## src/rtl/ds_burst_sequencer.sv

```systemverilog
// ds_burst_sequencer: gates a table-driven sample source and frames
// a burst of whole table periods as an sop/eop-marked output stream.
module ds_burst_sequencer #(
  parameter int ADDR_W    = 4,
  parameter int CNT_W     = 16,
  parameter int DRAIN_CYC = 4
) (
  input  logic             clk,
  input  logic             reset,
  input  logic             start,
  input  logic             abort,
  input  logic [CNT_W-1:0] n_periods,
  input  logic             src_valid,
  input  logic [31:0]      src_data,
  output logic             src_enable,
  output logic             out_valid,
  input  logic             out_ready,
  output logic [31:0]      out_data,
  output logic             out_sop,
  output logic             out_eop,
  output logic             busy,
  output logic             done,
  output logic             aborted,
  output logic             overrun
);

  localparam int TW = CNT_W + ADDR_W;
  localparam int DW = $clog2(DRAIN_CYC + 1);
  localparam logic [TW-1:0] T_ONE = TW'(1);
  localparam logic [DW-1:0] D_ONE = DW'(1);
  localparam logic [DW-1:0] D_LAST = DW'(DRAIN_CYC - 1);

  localparam logic [1:0] S_IDLE  = 2'd0;
  localparam logic [1:0] S_RUN   = 2'd1;
  localparam logic [1:0] S_DRAIN = 2'd2;
  localparam logic [1:0] S_DONE  = 2'd3;

  logic [1:0]    state_q, state_d;
  logic [TW-1:0] total_q, total_d;
  logic [TW-1:0] cnt_q, cnt_d;
  logic [DW-1:0] drain_q, drain_d;
  logic          vld_q, vld_d;
  logic [31:0]   data_q, data_d;
  logic          sop_q, sop_d;
  logic          eop_q, eop_d;
  logic          done_q, done_d;
  logic          abt_q, abt_d;
  logic          ovr_q, ovr_d;
  logic          en_q, en_d;
  logic          busy_q, busy_d;
  logic          last_beat;

  assign last_beat = (cnt_q == total_q - T_ONE);

  // Next-state: sequencing, beat capture/drop and sticky status.
  always_comb begin
    state_d = state_q;
    total_d = total_q;
    cnt_d   = cnt_q;
    drain_d = drain_q;
    vld_d   = vld_q;
    data_d  = data_q;
    sop_d   = sop_q;
    eop_d   = eop_q;
    abt_d   = abt_q;
    ovr_d   = ovr_q;
    done_d  = 1'b0;
    if (vld_q && out_ready) vld_d = 1'b0;
    case (state_q)
      S_IDLE: begin
        if (start && (n_periods != '0)) begin
          total_d = {n_periods, {ADDR_W{1'b0}}};
          cnt_d   = '0;
          abt_d   = 1'b0;
          ovr_d   = 1'b0;
          state_d = S_RUN;
        end
      end
      S_RUN: begin
        if (abort) begin
          state_d = S_DRAIN;
          drain_d = '0;
          abt_d   = 1'b1;
        end else if (src_valid) begin
          cnt_d = cnt_q + T_ONE;
          if (vld_q && !out_ready) begin
            ovr_d = 1'b1;
          end else begin
            vld_d  = 1'b1;
            data_d = src_data;
            sop_d  = (cnt_q == '0);
            eop_d  = last_beat;
          end
          if (last_beat) begin
            state_d = S_DRAIN;
            drain_d = '0;
          end
        end
      end
      S_DRAIN: begin
        if (abort) begin
          drain_d = '0;
          abt_d   = 1'b1;
        end else if (drain_q == D_LAST) begin
          state_d = S_DONE;
        end else begin
          drain_d = drain_q + D_ONE;
        end
      end
      S_DONE: begin
        if (abort) begin
          state_d = S_DRAIN;
          drain_d = '0;
          abt_d   = 1'b1;
        end else if (!vld_q) begin
          done_d  = 1'b1;
          state_d = S_IDLE;
        end
      end
      default: state_d = S_IDLE;
    endcase
    en_d   = (state_d == S_RUN);
    busy_d = (state_d != S_IDLE);
  end

  // State and registered outputs.
  always_ff @(posedge clk or posedge reset) begin
    if (reset) begin
      state_q <= S_IDLE;
      total_q <= '0;
      cnt_q   <= '0;
      drain_q <= '0;
      vld_q   <= 1'b0;
      data_q  <= '0;
      sop_q   <= 1'b0;
      eop_q   <= 1'b0;
      done_q  <= 1'b0;
      abt_q   <= 1'b0;
      ovr_q   <= 1'b0;
      en_q    <= 1'b0;
      busy_q  <= 1'b0;
    end else begin
      state_q <= state_d;
      total_q <= total_d;
      cnt_q   <= cnt_d;
      drain_q <= drain_d;
      vld_q   <= vld_d;
      data_q  <= data_d;
      sop_q   <= sop_d;
      eop_q   <= eop_d;
      done_q  <= done_d;
      abt_q   <= abt_d;
      ovr_q   <= ovr_d;
      en_q    <= en_d;
      busy_q  <= busy_d;
    end
  end

  assign src_enable = en_q;
  assign out_valid  = vld_q;
  assign out_data   = data_q;
  assign out_sop    = sop_q;
  assign out_eop    = eop_q;
  assign busy       = busy_q;
  assign done       = done_q;
  assign aborted    = abt_q;
  assign overrun    = ovr_q;

endmodule

```

## config.mk

```make
export PLATFORM = sky130hd
export DESIGN_NAME = ds_burst_sequencer
export DESIGN_NICKNAME = d
export VERILOG_FILES = /design/src/rtl/ds_burst_sequencer.sv
export SDC_FILE = /design/constraint.sdc
export NUM_CORES = 1
export LEC_CHECK = 0
export ABC_AREA = 0
export ABC_CLOCK_PERIOD_IN_PS = 5680
export BUFFER_PORTS_ARGS = -buffer_cell sky130_fd_sc_hd__buf_2
export CAP_MARGIN = 10
export CORE_MARGIN = 1.5
export CORE_UTILIZATION = 60
export CTS_BUF_LIST = sky130_fd_sc_hd__clkbuf_4
export CTS_CLUSTER_DIAMETER = 50
export DETAILED_ROUTE_END_ITERATION = 12
export GPL_ROUTABILITY_DRIVEN = 1
export GPL_TIMING_DRIVEN = 0
export PLACE_DENSITY = 0.95
export SYNTH_ARGS = -nofsm -noshare
export SYNTH_HDL_FRONTEND = slang
export SYNTH_SLANG_ARGS = --single-unit
```

## constraint.sdc

```tcl
create_clock -name clk -period 5.68 [get_ports clk]
set_input_delay 0.284 -clock clk [delete_from_list [all_inputs] [get_ports clk]]
set_output_delay 0.284 -clock clk [all_outputs]
set_load 0.005 [all_outputs]
```

==> results of run 1 <==
cells by family after synthesis:
group / count (synthesis)
and+or+nand+nor: 175
adders and majority gates: 5
DFF: 81
AOI/OAI and AO/OA: 39
muxes: 37
xor gates and xnor gates: 28
buffers and inverters: 28
power by group through the flow:
| stage | Combinational (mW) | Sequential [mW] | Clock [mW] |
|---|---|---|---|
| after global placement | 0.744 | 0.928 | 0 |
| after global routing | 0.891 | 0.974 | 0.387 |
| final | 0.812 | 0.948 | 0.363 |
| after CTS | 0.812 | 0.943 | 0.368 |
| after floorplan | 0.503 | 0.925 | 0 |
| after detailed placement | 0.803 | 0.949 | 0 |
stage by stage:
step / hold WS, ns / setup WS, ns / util (%)
2_1_floorplan: 0.3894 / 2.957 / -
3_3_place_gp: 0.4567 / 2.500 / 71.62
3_5_place_dp: 0.1993 / 2.678 / 72.08
4_1_cts: 0.03623 / 2.596 / 74.58
5_1_grt: 0.02959 / 2.305 / 74.58
6_report: 0.05600 / 2.498 / 74.58
worst max-delay path: cells and delay by family (launching register included):
family | cells | cell delay (ns)
AOI/OAI and AO/OA | 3 | 0.98
and+or+nand+nor | 3 | 1.31
DFF | 1 | 0.45
buffers and inverters | 1 | 0.18
xor gates and xnor gates | 1 | 0.14
synthesized netlist by cell type, types with 9 or more instances:
cell type	instances	area (µm²)
sky130_fd_sc_hd__nor2_1	25	93.84
sky130_fd_sc_hd__mux2_2	33	371.6
sky130_fd_sc_hd__nand2_1	68	255.2
sky130_fd_sc_hd__nor4_1	12	75.07
sky130_fd_sc_hd__clkbuf_1	14	52.55
sky130_fd_sc_hd__nand3_1	10	50.05
sky130_fd_sc_hd__xor2_1	16	140.1
sky130_fd_sc_hd__o21ai_0	14	70.07
sky130_fd_sc_hd__nand4_1	12	75.07
sky130_fd_sc_hd__dfrtp_1	81	2027
sky130_fd_sc_hd__inv_1	9	33.78
sky130_fd_sc_hd__xnor2_1	12	105.1
layer usage:
metal / part of all wire [%] / GRT usage [%] / wire length [µm] / vias up
li1: - / - / - / 1594
met1: 38 / 33.72 / 3859 / 1681
met2: 51 / 52.09 / 5230 / 173
met3: 7.7 / 8.366 / 780 / 30
met4: 3.0 / 14.01 / 301 / 0
met5: 0 / 0 / 0 / -
path summary, 6_finish.rpt:
kind	start	end	slack (ns)	cells after the start
worst min-delay path	n_periods[4]	total_q[8]	0.06	3
worst min register to register	out_eop	out_eop	0.49	1
worst max-delay path	total_q[4]	drain_q[1]	2.50	8
max in group asynchronous	reset	cnt_q[8]	4.85	4
worst max register to register	total_q[4]	drain_q[1]	2.50	8
min in group asynchronous	reset	out_data[19]	0.27	3
final cells by class:
type | count | share of cell area, %
multi-input cells | 284 | 39.39
flip-flops and latches | 81 | 42.32
clock inverters | 6 | 1.567
plain buffers | 19 | 1.881
repair buffers | 95 | 10.50
clock buffers | 10 | 1.567
well taps | 77 | 2.011
inverters | 9 | 0.7576
state kept, by name (all words and copies together) (netlist names):
name / flops
aborted: 1
busy: 1
cnt_q: 20
done: 1
drain_q: 3
out_data: 32
out_eop: 1
out_sop: 1
out_valid: 1
overrun: 1
src_enable: 1
state_q: 2
total_q: 16
==> flow_metrics.env, run 1 <==
export IMPL_place_port_buffers=93
export IMPL_io_count=94
export IMPL_tritoncts="built"
export IMPL_layout_cells_most_common="sky130_fd_sc_hd__buf_2"
export IMPL_detail_route_wl_per_cell_um=17.51
export IMPL_avgSynthCellArea_um2=10.27
export IMPL_drt_pre_antenna_iters=9
export IMPL_critical_path_slowest_cell="sky130_fd_sc_hd__o21ai_0"
export IMPL_fp_row_count=29
export IMPL_compound_gate_portion_of_the_synthesized_area_pct=6.167
export IMPL_grt_pass1_wl_um=16660
export IMPL_leakage_nw=2.286
export IMPL_postCtsSetupRepairBufs=0
export IMPL_core_area_um2=6422
export IMPL_setup_viol=0
export IMPL_via_per_inst=5.986
export IMPL_synth_flop_cell="sky130_fd_sc_hd__dfrtp_1"
export IMPL_grt_pass1_vias=3559
export IMPL_rsz0062_at_grt="false"
export IMPL_fin_setup_tns_ns=0
export IMPL_maximum_frequency_from_static_timing_analysis_ghz=0.3142
export IMPL_final_setup_skew_ns=0.01463
export IMPL_timing_setup_critical_path_class="reg2reg"
export IMPL_slew_violations=0
export IMPL_total_non_filler_cell_area_in_the_finished_layout_um2=4790
export IMPL_syn_nets=452
export IMPL_timing_critical_path_fanout_max=7
export IMPL_count_of_h_tree_levels_built_during_cts=3
export IMPL_multi_input_logic_area_um2=1887
export IMPL_crit_path_start_kind="register"
export IMPL_multiplexer_share_of_the_synthesized_area_pct=10.20
export IMPL_worst_ep_arrival_time_ns=3.49
export IMPL_run_status="finished with violations"
export IMPL_synth_seq_cells=81
export IMPL_start_util_pct=62.87
export IMPL_synth_top_family_by_area="simple AND/OR/NAND/NOR gates"
export IMPL_worst_slew_pin_slew_ns=1.135
export IMPL_clockRootBuffer="sky130_fd_sc_hd__clkbuf_4"
export IMPL_worst_setup_path_end_kind="register"
export IMPL_tritoncts_num_buffers=9
export IMPL_overflow=0
export IMPL_syn2layout_area_growth_pct=18.62
export IMPL_placedCellCount=564
export IMPL_cts_repair_resize_count=0
export IMPL_placed_area_um2=4629
export IMPL_final_cell_mix="sky130_fd_sc_hd__buf_2, sky130_fd_sc_hd__dfrtp_1, sky130_fd_sc_hd__nand2_1"
export IMPL_gp_congestion=0.9047
export IMPL_die_width_um=85.03
export IMPL_share_comb_of_total_power_pct=38.3
export IMPL_mappedNetlistArea_um2=4038
export IMPL_clkTransAtPathRegs_ns=0.14
export IMPL_final_antenna_net_count=0
export IMPL_ys_warn_count=0
export IMPL_globalRouteTotalUtil_pct=29.80
export IMPL_synthAdderAreaFrac_pct=1.549
export IMPL_largest_net_degree_at_the_start_of_global_routing=73
export IMPL_final_net_count=558
export IMPL_die_area_um2=7230
export IMPL_fill_cells=434
export IMPL_dr_vias=3478
export IMPL_net_switching_power_mw=0.8057
export IMPL_dpl_hpwl_um=7342
export IMPL_synth_seq_area_share_pct=50.20
export IMPL_basic_gate_share_of_the_synthesized_area_counting_and_or_nand_and_nor_cells_pct=22.75
export IMPL_area_sequential_um2=2027
export IMPL_post_synth_xor_area_fraction_pct=6.074
export IMPL_failing_checks="DRC"
export IMPL_power_frac_seq_pct=44.7
export IMPL_synth_enable_flop_cells=0
export IMPL_layoutNonFillerInstCount=581
export IMPL_antenna_cells_inserted=0
export IMPL_report_final_hold_viol_count=0
export IMPL_max_cap_violations=0
export IMPL_drt_iter0_drc=298
export IMPL_worst_endpoint_required_ns=5.99
export IMPL_power_per_cell_area_nw_per_um2=443.3
export IMPL_ys_types=46
export IMPL_finalWorstPathRequiredPeriod_ns=3.182
export IMPL_ir_drop_uv=344.8
export IMPL_die_h_um=85.03
export IMPL_sw_frac_of_total_pct=37.95
export IMPL_period_share_pct=56.03
export IMPL_min_path_type="in2reg"
export IMPL_power_total_mw=2.123
export IMPL_max_slew_margin_pct=22.37
export IMPL_grt_antenna_before_repair=0
export IMPL_tritoncts_num_sinks=81
export IMPL_synthArstFlopShare_pct=100.0
export IMPL_clock_insertion_delay_at_the_later_pin_of_the_skew_report_ns=0.44
export IMPL_slowest_delay_ns=0.53
export IMPL_postRouteWirelength_um=10170
export IMPL_pwr_share_clk_pct=17.1
export IMPL_netlist_instances=393
export IMPL_final_layout_size_suffix_gt1_share_pct=30.95
export IMPL_drc=3
export IMPL_ctsHoldBuffers=1
export IMPL_timing_critical_path_cells="or4_1 -> buf_2 -> nor3_1 -> xor2_1 -> o221a_2 -> o21ai_0 -> nor4b_4 -> o22ai_1"
export IMPL_clockBufferDepth=2
export IMPL_power_report_internal_total_mw=1.317
No activity file was read; power rests on OpenSTA's default activity.
==> inputs of run 2 (changes only) <==
--- a/config.mk
+++ b/config.mk
@@ -6,17 +6,17 @@
 export NUM_CORES = 1
 export LEC_CHECK = 0
 export ABC_AREA = 0
-export ABC_CLOCK_PERIOD_IN_PS = 5680
+export ABC_CLOCK_PERIOD_IN_PS = 2900
 export BUFFER_PORTS_ARGS = -buffer_cell sky130_fd_sc_hd__buf_2
 export CAP_MARGIN = 10
 export CORE_MARGIN = 1.5
-export CORE_UTILIZATION = 60
+export CORE_UTILIZATION = 50
 export CTS_BUF_LIST = sky130_fd_sc_hd__clkbuf_4
 export CTS_CLUSTER_DIAMETER = 50
 export DETAILED_ROUTE_END_ITERATION = 12
 export GPL_ROUTABILITY_DRIVEN = 1
 export GPL_TIMING_DRIVEN = 0
-export PLACE_DENSITY = 0.95
+export PLACE_DENSITY = 0.85
 export SYNTH_ARGS = -nofsm -noshare
 export SYNTH_HDL_FRONTEND = slang
 export SYNTH_SLANG_ARGS = --single-unit
==> constraint.sdc (replaced) <==
create_clock -name clk -period 2.9 [get_ports clk]
set_input_delay 0.145 -clock clk [delete_from_list [all_inputs] [get_ports clk]]
set_output_delay 0.145 -clock clk [all_outputs]
set_load 0.005 [all_outputs]
==> flow_metrics.env, run 2 (synthesis results as in run 1) <==
export IMPL_run_status="finished with violations"
export IMPL_failing_checks="setup timing"
export IMPL_number_of_flip_flops_under_the_largest_register_name=32
export IMPL_total_non_filler_cell_area_in_the_finished_layout_um2=5380
export IMPL_postRouteWirelength_um=11060
export IMPL_fp_row_count=32
export IMPL_grt_pass1_wl_um=17750
export IMPL_fill_cells=572
export IMPL_finalWorstPathRequiredPeriod_ns=2.903
export IMPL_place_ws_ns=-0.08374
export IMPL_overflow=0
export IMPL_clockRootBuffer="sky130_fd_sc_hd__clkbuf_4"
export IMPL_timing_hold_ws_ns=0.1531
export IMPL_period_share_pct=100.1
export IMPL_die_h_um=92.86
export IMPL_worst_ep_arrival_time_ns=3.22
export IMPL_final_setup_skew_ns=0.02442
export IMPL_setup_ws_ns=-0.002859
export IMPL_power_total_mw=4.318
export IMPL_clock_insertion_delay_at_the_later_pin_of_the_skew_report_ns=0.46
export IMPL_syn2layout_area_growth_pct=33.25
export IMPL_max_cap_violations=0
export IMPL_gp_congestion=0.8849
export IMPL_setup_viol=1
export IMPL_final_layout_size_suffix_gt1_share_pct=29.52
export IMPL_slew_violations=0
export IMPL_critical_path_slowest_cell="sky130_fd_sc_hd__or4_4"
export IMPL_start_util_pct=51.98
export IMPL_critical_path_s_most_frequent_cell="sky130_fd_sc_hd__or4_4"
export IMPL_path_buf_inv=1
export IMPL_crit_family="simple AND/OR/NAND/NOR gates"
export IMPL_rsz0062_at_grt="true"
export IMPL_timing_critical_path_cells="or4_4 -> buf_6 -> or4_1 -> o311ai_1 -> a31oi_1 -> or4_4 -> and4bb_1 -> o21ai_1"
export IMPL_timing_critical_path_fanout_max=6
export IMPL_dpl_hpwl_um=7050
export IMPL_drt_iter0_drc=156
export IMPL_leakage_nw=2.529
export IMPL_largest_net_degree_at_the_start_of_global_routing=57
export IMPL_timing_setup_critical_path_class="reg2reg"
export IMPL_wire_length_on_met1_um=4396
export IMPL_worst_endpoint_required_ns=3.22
export IMPL_max_slew_margin_pct=27.25
export IMPL_via_per_inst=5.498
export IMPL_slowest_delay_ns=0.55
export IMPL_place_port_buffers=93
export IMPL_drc=0
export IMPL_core_area_um2=7767
export IMPL_antenna_cells_inserted=0
export IMPL_die_area_um2=8623
export IMPL_die_width_um=92.86
export IMPL_routed_wire_length_on_met3_um=728
export IMPL_layoutNonFillerInstCount=661
export IMPL_tritoncts="built"
export IMPL_worst_slew_pin_slew_ns=1.064
export IMPL_clockBufferDepth=2
export IMPL_final_net_count=613
export IMPL_maximum_frequency_from_static_timing_analysis_ghz=0.3445
export IMPL_final_antenna_net_count=0
export IMPL_clkTransAtPathRegs_ns=0.14
export IMPL_power_per_cell_area_nw_per_um2=802.5
export IMPL_ir_drop_uv=572.3
export IMPL_crit_path_start_kind="register"
export IMPL_utilization_pct=69.27
export IMPL_report_final_hold_viol_count=0
export IMPL_placed_area_um2=4661
export IMPL_top_layer="met4"
export IMPL_grt_pass1_vias=3737
export IMPL_layout_cells_most_common="sky130_fd_sc_hd__buf_2"
export IMPL_globalRouteTotalUtil_pct=26.80
export IMPL_min_path_type="in2reg"
export IMPL_routed_wl_met2_um=5631
export IMPL_count_of_h_tree_levels_built_during_cts=3
export IMPL_tritoncts_num_sinks=81
export IMPL_final_cell_mix="sky130_fd_sc_hd__buf_2, sky130_fd_sc_hd__dfrtp_1, sky130_fd_sc_hd__nand2_1"
export IMPL_fin_setup_tns_ns=-0.002859
export IMPL_worst_setup_path_end_kind="register"
export IMPL_dr_vias=3634
export IMPL_drt_pre_antenna_iters=5
export IMPL_placedCellCount=589
export IMPL_grt_antenna_before_repair=0
export IMPL_detail_route_wl_per_cell_um=16.72
export IMPL_io_count=94
export IMPL_tritoncts_num_buffers=9
[run 2: cell types whose count changed in the layout (fill, tap and decap cells not counted), moves of 3 or more]
cell / previous run / this run
sky130_fd_sc_hd__o21ai_0: 14 / 11
sky130_fd_sc_hd__dlygate4sd3_1: 1 / 51
sky130_fd_sc_hd__buf_4: 0 / 5
sky130_fd_sc_hd__o21ai_1: 0 / 3
[run 2: per-layer routing]
layer / GRT usage, % / vias up
met5: 0 / -
met4: 9.470 / 0
met3: 8.046 / 28
met2: 48.11 / 161
met1: 29.86 / 1745
li1: - / 1700
[run 2: path summary, 6_finish.rpt]
path	from	endpoint	slack, ns	cells past startpoint
hold / removal	src_valid	drain_q[1]	0.15	4
max in group asynchronous	reset	cnt_q[18]	2.09	4
hold reg to reg	aborted	aborted	0.50	2
setup / recovery	total_q[5]	src_enable	-0.003	8
setup reg to reg	total_q[5]	src_enable	-0.003	8
min in group asynchronous	reset	aborted	0.23	3
[run 2: cell type report]
class | count | area (µm²) | area share [%]
clock buffer | 10 | 75.07 | 1.395
sequential | 81 | 2028 | 37.70
clock inverter | 6 | 73.82 | 1.372
buffer | 19 | 96.34 | 1.791
tap | 102 | 127.6 | 2.372
inverter | 9 | 36.28 | 0.6744
timing repair buffer | 150 | 1041 | 19.35
multi-input combinational | 284 | 1902 | 35.35
[run 2: what timing repair did]
item / 4_1_cts / 5_1_grt
hold buffers: 51 / 0
buffers inserted: 3 / 2
cloned: 0 / 0
gates resized for setup: 3 / 8
endpoints found under the setup margin: 6 / 9
endpoints found under the hold margin: 75 / 0
pin swaps: 2 / 5
[run 2: worst register-to-register path, delay by kind of cell (launching register included)]
family / cells / cell delay [ns]
AO/OA/AOI/OAI: 3 / 0.27
flip-flops: 1 / 0.41
buffers and inverters: 1 / 0.15
AND/OR/NAND/NOR: 4 / 1.95
[run 2: power breakdown]
group          total, mW  internal (mW)  switching [mW]
logic               1.74          0.880           0.864
clock network      0.724          0.285           0.439
registers           1.85           1.52           0.329
total               4.32           2.69            1.63
==> inputs of run 3 (changes only) <==
--- a/config.mk
+++ b/config.mk
@@ -17,6 +17,8 @@
 export GPL_ROUTABILITY_DRIVEN = 1
 export GPL_TIMING_DRIVEN = 0
 export PLACE_DENSITY = 0.85
+export SKIP_CTS_REPAIR_TIMING = 1
+export SKIP_LAST_GASP = 1
 export SYNTH_ARGS = -nofsm -noshare
 export SYNTH_HDL_FRONTEND = slang
 export SYNTH_SLANG_ARGS = --single-unit
==> flow_metrics.env, run 3 (synthesis results as in run 1) <==
export IMPL_drt_pre_antenna_iters=4
export IMPL_tritoncts="built"
export IMPL_final_antenna_net_count=0
export IMPL_pwr_share_clk_pct=16.6
export IMPL_clock_insertion_delay_at_the_later_pin_of_the_skew_report_ns=0.45
export IMPL_overflow=0
export IMPL_sw_frac_of_total_pct=37.70
export IMPL_place_port_buffers=93
export IMPL_dpl_hpwl_um=7050
export IMPL_routed_wl_met2_um=5775
export IMPL_share_comb_of_total_power_pct=40.7
export IMPL_syn2layout_area_growth_pct=33.84
export IMPL_slowest_delay_ns=0.55
export IMPL_net_switching_power_mw=1.636
export IMPL_setup_viol=0
export IMPL_die_width_um=92.86
export IMPL_crit_path_start_kind="register"
export IMPL_power_total_mw=4.340
export IMPL_clockRootBuffer="sky130_fd_sc_hd__clkbuf_4"
export IMPL_timing_hold_ws_ns=-0.005519
export IMPL_timing_setup_critical_path_class="reg2reg"
export IMPL_final_layout_size_suffix_gt1_share_pct=30.30
export IMPL_grt_pass1_vias=3361
export IMPL_ir_drop_uv=560.2
export IMPL_core_area_um2=7767
export IMPL_utilization_pct=69.57
export IMPL_globalRouteTotalUtil_pct=22.74
export IMPL_min_path_type="in2reg"
export IMPL_layout_cells_most_common="sky130_fd_sc_hd__buf_2"
export IMPL_gp_congestion=0.8849
export IMPL_grt_pass1_wl_um=15350
export IMPL_power_report_internal_total_mw=2.704
export IMPL_maximum_frequency_from_static_timing_analysis_ghz=0.3503
export IMPL_max_cap_violations=0
export IMPL_top_layer="met4"
export IMPL_path_buf_inv=1
export IMPL_critical_path_s_most_frequent_cell="sky130_fd_sc_hd__or4_4"
export IMPL_max_slew_margin_pct=25.71
export IMPL_power_frac_seq_pct=42.8
export IMPL_largest_net_degree_at_the_start_of_global_routing=57
export IMPL_count_of_h_tree_levels_built_during_cts=3
export IMPL_drt_iter0_drc=184
export IMPL_worst_slew_pin_slew_ns=1.086
export IMPL_power_per_cell_area_nw_per_um2=803.1
export IMPL_final_setup_skew_ns=0.02514
export IMPL_critical_path_slowest_cell="sky130_fd_sc_hd__or4_4"
export IMPL_period_share_pct=98.42
export IMPL_routed_wire_length_on_met3_um=684
export IMPL_finalWorstPathRequiredPeriod_ns=2.854
export IMPL_final_net_count=615
export IMPL_antenna_cells_inserted=0
export IMPL_die_h_um=92.86
export IMPL_slew_violations=0
export IMPL_grt_antenna_before_repair=0
export IMPL_die_area_um2=8623
export IMPL_crit_family="simple AND/OR/NAND/NOR gates"
export IMPL_wire_length_on_met1_um=4537
export IMPL_clkTransAtPathRegs_ns=0.14
export IMPL_start_util_pct=51.98
export IMPL_via_per_inst=5.345
export IMPL_number_of_flip_flops_under_the_largest_register_name=32
export IMPL_fp_row_count=32
export IMPL_tritoncts_num_sinks=81
export IMPL_fin_setup_tns_ns=0
export IMPL_clockBufferDepth=2
export IMPL_timing_critical_path_fanout_max=5
export IMPL_worst_ep_arrival_time_ns=3.16
export IMPL_placed_area_um2=4661
export IMPL_total_non_filler_cell_area_in_the_finished_layout_um2=5404
export IMPL_postRouteWirelength_um=11190
export IMPL_run_status="finished with violations"
export IMPL_failing_checks="hold timing"
export IMPL_dr_vias=3544
export IMPL_detail_route_wl_per_cell_um=16.87
export IMPL_leakage_nw=2.555
export IMPL_report_final_hold_viol_count=1
export IMPL_timing_critical_path_cells="or4_4 -> buf_6 -> or4_1 -> o311ai_1 -> a31oi_1 -> or4_4 -> and4bb_1 -> o21ai_1"
export IMPL_final_cell_mix="sky130_fd_sc_hd__buf_2, sky130_fd_sc_hd__dfrtp_1, sky130_fd_sc_hd__nand2_1"
export IMPL_worst_endpoint_required_ns=3.21
export IMPL_tritoncts_num_buffers=9
export IMPL_io_count=94
export IMPL_worst_setup_path_end_kind="register"
export IMPL_drc=0
export IMPL_fill_cells=575
[run 3: changes by cell type in the layout (fill, tap and decap cells not counted)]
cell | before | now
sky130_fd_sc_hd__buf_4 | 5 | 7
sky130_fd_sc_hd__dfrtp_1 | 80 | 78
sky130_fd_sc_hd__dfrtp_2 | 1 | 3
sky130_fd_sc_hd__a2111oi_0 | 1 | 2
sky130_fd_sc_hd__a2111oi_1 | 1 | 0
sky130_fd_sc_hd__dlygate4sd3_1 | 51 | 50
sky130_fd_sc_hd__dlymetal6s2s_1 | 0 | 1
sky130_fd_sc_hd__nor3_1 | 5 | 4
sky130_fd_sc_hd__nor3_2 | 1 | 2
[run 3: through the flow]
stage	worst slack (ns)	hold WS, ns	instances
global placement	-0.1456	0.3541	588
global route	-0.003337	-0.008076	663
finish	0.04570	-0.005519	663
CTS	-0.09236	-0.3357	605
floorplan	0.1766	0.2504	393
detailed placement	-0.08374	0.1489	589
[run 3: final cells by class]
cell class,count,area [µm²],area share [%]
tap,102,127.6,2.362
clock inverter,6,73.82,1.366
timing repair buffer,152,1059,19.59
buffer,19,96.34,1.783
inverter,9,36.28,0.6715
clock buffer,10,75.07,1.389
multi-input combinational,284,1906,35.26
sequential,81,2031,37.58
[run 3: worst paths after layout]
kind,slack (ns),to,startpoint,cells past startpoint
setup / recovery,0.05,src_enable,total_q[5],8
hold / removal,-0.006,out_valid,out_ready,3
setup reg to reg,0.05,src_enable,total_q[5],8
hold reg to reg,0.50,aborted,aborted,2
max in group asynchronous,2.09,out_data[4],reset,4
min in group asynchronous,0.23,aborted,reset,3
[run 3: worst register-to-register path, cell delays in order (launching register included)]
cell	delay (ns)
sky130_fd_sc_hd__dfrtp_1	0.41
sky130_fd_sc_hd__or4_4	0.53
sky130_fd_sc_hd__buf_6	0.15
sky130_fd_sc_hd__or4_1	0.49
sky130_fd_sc_hd__o311ai_1	0.10
sky130_fd_sc_hd__a31oi_1	0.09
sky130_fd_sc_hd__or4_4	0.55
sky130_fd_sc_hd__and4bb_1	0.34
sky130_fd_sc_hd__o21ai_1	0.08
[run 3: layer usage]
metal / vias to the layer above / global-route usage (%)
met3: 21 / 7.800
li1: 1703 / -
met5: - / 0
met4: 0 / 5.682
met1: 1697 / 27.91
met2: 123 / 38.32
[run 3: power by group through the flow]
stage	clock, mW	sequential, mW	combinational [mW]
floorplan	0	1.81	0.986
global placement	0	1.81	1.47
detailed placement	0	1.84	1.56
CTS	0.724	1.83	1.56
global route	0.773	1.90	1.93
finish	0.720	1.86	1.76
